<file path="src/rtl/clock_divider_multi.sv">
// Multi-channel 50%-duty clock divider with per-channel tick strobes and
// glitch-free run-time divisor updates that take effect only at half-period boundaries.

module clock_divider_lane #(
  parameter int               CNT_W       = 32,
  parameter logic [CNT_W-1:0] DEFAULT_DIV = CNT_W'(25_000_000)
) (
  input  logic             clk_in,
  input  logic             reset_n,
  input  logic             en,
  input  logic             sync,
  input  logic             wr,
  input  logic [CNT_W-1:0] wr_div,
  output logic             clk_out,
  output logic             tick,
  output logic             pending
);

  logic [CNT_W-1:0] cnt;
  logic [CNT_W-1:0] act_div;
  logic [CNT_W-1:0] pend_div;
  logic [CNT_W-1:0] d_m1;
  logic             term;
  logic             halt;
  logic             apply;

  // A zero divisor behaves as one, so the terminal count is zero in both cases.
  assign d_m1  = (act_div == '0) ? '0 : act_div - CNT_W'(1);
  assign term  = (cnt == d_m1);
  assign halt  = sync || !en;
  assign apply = pending && (halt || term);

  always_ff @(posedge clk_in or negedge reset_n) begin
    if (!reset_n) begin
      cnt      <= '0;
      clk_out  <= 1'b0;
      tick     <= 1'b0;
      pending  <= 1'b0;
      act_div  <= DEFAULT_DIV;
      pend_div <= DEFAULT_DIV;
    end else begin
      if (halt) begin
        cnt     <= '0;
        clk_out <= 1'b0;
        tick    <= 1'b0;
      end else if (term) begin
        cnt     <= '0;
        clk_out <= ~clk_out;
        tick    <= 1'b1;
      end else begin
        cnt     <= cnt + CNT_W'(1);
        tick    <= 1'b0;
      end
      if (apply) begin
        act_div <= pend_div;
        pending <= 1'b0;
      end
      // A write on the apply edge still lands and keeps the channel pending.
      if (wr) begin
        pend_div <= wr_div;
        pending  <= 1'b1;
      end
    end
  end

endmodule

module clock_divider_multi #(
  parameter int               NUM_CH      = 4,
  parameter int               CNT_W       = 32,
  parameter logic [CNT_W-1:0] DEFAULT_DIV = CNT_W'(25_000_000),
  localparam int              CH_W        = (NUM_CH > 1) ? $clog2(NUM_CH) : 1
) (
  input  logic              clk_in,
  input  logic              reset_n,
  input  logic [NUM_CH-1:0] en,
  input  logic              sync,
  input  logic              wr_en,
  input  logic [CH_W-1:0]   wr_ch,
  input  logic [CNT_W-1:0]  wr_div,
  output logic [NUM_CH-1:0] clk_out,
  output logic [NUM_CH-1:0] tick,
  output logic [NUM_CH-1:0] pending
);

  logic [NUM_CH-1:0] wr_sel;

  // Out-of-range channel numbers match no lane, so such writes fall away.
  for (genvar i = 0; i < NUM_CH; i++) begin : g_lane
    assign wr_sel[i] = wr_en && (wr_ch == CH_W'(i));

    clock_divider_lane #(
      .CNT_W       (CNT_W),
      .DEFAULT_DIV (DEFAULT_DIV)
    ) u_lane (
      .clk_in  (clk_in),
      .reset_n (reset_n),
      .en      (en[i]),
      .sync    (sync),
      .wr      (wr_sel[i]),
      .wr_div  (wr_div),
      .clk_out (clk_out[i]),
      .tick    (tick[i]),
      .pending (pending[i])
    );
  end

endmodule
</file>
<file path="config.mk">
export PLATFORM = sky130hd
export DESIGN_NAME = clock_divider_multi
export DESIGN_NICKNAME = d
export VERILOG_FILES = /design/src/rtl/clock_divider_multi.sv
export SDC_FILE = /design/constraint.sdc
export NUM_CORES = 1
export LEC_CHECK = 0
export ABC_CLOCK_PERIOD_IN_PS = 9200
export CAP_MARGIN = 20
export CORE_MARGIN = 4
export CORE_UTILIZATION = 65
export DETAILED_ROUTE_END_ITERATION = 16
export DONT_BUFFER_PORTS = 1
export PLACE_DENSITY = 0.83
export RECOVER_POWER = 25
export SETUP_SLACK_MARGIN = 0.15
export SYNTH_ARGS = -nofsm -noshare
export SYNTH_HDL_FRONTEND = slang
export SYNTH_SLANG_ARGS = --single-unit
</file>
<file path="constraint.sdc">
create_clock -name clk_in -period 9.2 [get_ports clk_in]
set_clock_uncertainty 0.15 [all_clocks]
set_input_delay 0.92 -clock clk_in [delete_from_list [all_inputs] [get_ports clk_in]]
set_output_delay 0.92 -clock clk_in [all_outputs]
set_load 0.005 [all_outputs]
</file>
==> results.json <==
{
  "cts_resized": 0,
  "drt_wl_total_um": 65400,
  "hold-worst-slack_ns": 0.0713,
  "die_y_um": 201,
  "slew_headroom_pct": 29.4,
  "ant_nets": 0,
  "yosys_register_bits": 396,
  "hold_viol_final": 0,
  "utilization_pct": 70.4,
  "power.leakage_nw": 9.67,
  "slew_viol_final": 0,
  "grt_pass1_wl_um": 105000,
  "synth_cells": 2578,
  "viasPerCell": 6.69,
  "drive_gt1_share_pct": 17.7,
  "tns_ns": 0,
  "r2r_cells": 9,
  "post-cts-setup-buffer-count": 0,
  "htree_levels": 2,
  "track_usage_pct": 31.9,
  "cts_buffer_depth": 3,
  "grt_pass1_vias": 19158,
  "critPathArrivalTime_ns": 5.35,
  "place_congestion": 0.960,
  "power.density_mw_per_mm2": 220,
  "cts_tree": "yes",
  "cts_buffers": 41,
  "worstPathMaxFanout": 33,
  "period_minus_slack_ns": 5.07,
  "via_count": 19867,
  "portBuffers": 0,
  "worstMarginPinSlew_ns": 1.05,
  "worstSetupPathType": "flop to flop",
  "post_drt_wl_per_cell_um": 22.0,
  "synth_edf_count": 0,
  "rows": 70,
  "syn_nets": 2628,
  "setup_viol": 0,
  "die_area_mm2": 0.0402,
  "period_share_pct": 55.1,
  "fillers": 2691,
  "synth_seq_area_share_pct": 41.6,
  "clk_pin_slew_ns": 0.06,
  "critPathLaunchType": "flop",
  "synthArstFlopShare_pct": 100,
  "grt_start_max_net_pins": 301,
  "drtIter0Drc": 1678,
  "final_cell_mix": "299 x dfrtp_1, 257 x nor2_1, 213 x nand2_1",
  "drc": 0,
  "area_growth_pct": 6.89,
  "cap_violations": 0,
  "clk_latency_ns": 0.58,
  "critPathRequiredTime_ns": 9.48,
  "synth_flop_cell": "dfrtp_1",
  "ios": 54,
  "initial_core_util_pct": 65.8,
  "synth_area_mm2": 0.0241,
  "synth.distinct_cells": 89,
  "hpwl_um": 45400,
  "firstDrtPassIters": 6,
  "core_mm2": 0.0366,
  "clock.fmax_ghz": 0.197,
  "status": "finished, final reports clean",
  "synth_warnings": 0,
  "fin_nets": 2512,
  "hold_class": "input port to async pin",
  "grt_overflow_total": 0,
  "hold_buffers": 1,
  "clockRootBuffer": "clkbuf_16",
  "layout_commonest_cell": "dfrtp_1",
  "syn_avg_cell_area_um2": 9.35,
  "die_w_um": 201,
  "rsz0062_at_grt": "no",
  "cts_sinks": 396,
  "crit_path_end_kind": "flop",
  "antenna_found_initial": 2,
  "irDropWorstVdd_mv": 0.157
}
-- final timing paths --
check | slack, ns | end | from
min reg2reg | 0.34 | g_lane[1].u_lane.act_div[9] | g_lane[1].u_lane.pend_div[9]
min in group clk_in | 0.34 | g_lane[1].u_lane.pend_div[15] | wr_div[15]
max | 4.13 | g_lane[1].u_lane.pending | g_lane[1].u_lane.act_div[4]
max in group asynchronous | 7.40 | g_lane[0].u_lane.cnt[31] | reset_n
max reg2reg | 4.13 | g_lane[1].u_lane.pending | g_lane[1].u_lane.act_div[4]
min | 0.07 | g_lane[2].u_lane.act_div[14] | reset_n
-- layout make-up --
class / instances / area (um^2) / area share (%)
Clock buffer: 58 / 1210 / 4.70
Timing Repair Buffer: 31 / 388 / 1.51
Inverter: 52 / 195 / 0.758
Antenna cell: 7 / 17.5 / 0.0680
Tap cell: 468 / 586 / 2.27
Clock inverter: 18 / 180 / 0.699
Multi-Input combinational cell: 1940 / 13200 / 51.1
Sequential cell: 396 / 10000 / 38.9
-- flip-flops by register name, summed over array words and instances (netlist names) --
signal / flops
g_lane.u_lane.pend_div: 128
g_lane.u_lane.pending: 4
g_lane.u_lane.act_div: 128
g_lane.u_lane.clk_out: 4
g_lane.u_lane.tick: 4
g_lane.u_lane.cnt: 128
-- logic make-up (layout without fill, tap and decap cells) --
logic type      count (synthesis)  count (layout)  synth area share, %
simple gates                 1076            1076                 23.0
compound gates                419             419                 12.4
flops                         396             396                 41.6
buf+inv                       242             159                 4.14
xor+xnor                      222             222                 8.47
mux                           215             215                 9.96
fa+ha+maj                       8               8                0.415
other cells                     0               7                    0
-- worst max-delay path, cell delays in order, from the launching register on --
cell      delay, ns
dfrtp_1        0.46
nor3_1         0.65
nand4_1        0.55
or3_1          0.76
a211oi_1       0.28
a21oi_1        0.08
or4_1          0.55
nor4_2         0.58
a31o_2         0.68
o21ai_0        0.16
-- synthesized netlist by cell type (all sizes together) (38+ instances only) --
| cell type | n | area, um^2 |
|---|---|---|
| a21oi | 44 | 220 |
| a31o | 38 | 333 |
| xnor2 | 117 | 1020 |
| dfstp | 96 | 2520 |
| nand3 | 115 | 576 |
| nand4 | 67 | 419 |
| nor2 | 257 | 965 |
| inv | 52 | 195 |
| nor4 | 65 | 432 |
| xor2 | 98 | 858 |
| nor3 | 106 | 536 |
| clkbuf | 163 | 612 |
| a211oi | 43 | 328 |
| dfrtp | 300 | 7510 |
| o21ai | 82 | 410 |
| or4 | 52 | 402 |
| mux2 | 196 | 2210 |
| nand2 | 213 | 800 |
| a31oi | 42 | 263 |
-- power breakdown --
part | leakage [nW] | switching [mW] | internal (mW)
Clock | 0.683 | 0.718 | 0.982
Combinational | 4.11 | 0.750 | 0.655
Sequential | 4.88 | 0.443 | 2.12
Total | 9.67 | 1.91 | 3.75
-- stage by stage --
step / power (mW) / area, um^2 / instances / setup slack, ns
after floorplan: 3.51 / 24100 / 2578 / 4.92
after global placement: 3.82 / 24100 / 2878 / 4.01
after detailed placement: 3.89 / 24200 / 2880 / 3.99
after CTS: 5.64 / 25600 / 2957 / 3.97
after global routing: 5.95 / 25800 / 2969 / 3.81
final: 5.66 / 25800 / 2970 / 4.13
-- metal layers --
| metal | global-route usage [%] | part of all wire, % | routed length (um) | up-vias |
|---|---|---|---|---|
| met5 | 0 | 0.084 | 55 | - |
| met4 | 13.2 | 4.0 | 2620 | 8 |
| met3 | 4.60 | 5.7 | 3730 | 158 |
| met2 | 51.4 | 48 | 31100 | 711 |
| met1 | 43.9 | 43 | 27900 | 9774 |
| li1 | - | - | - | 9216 |
Power figures use the tool's default switching activity.
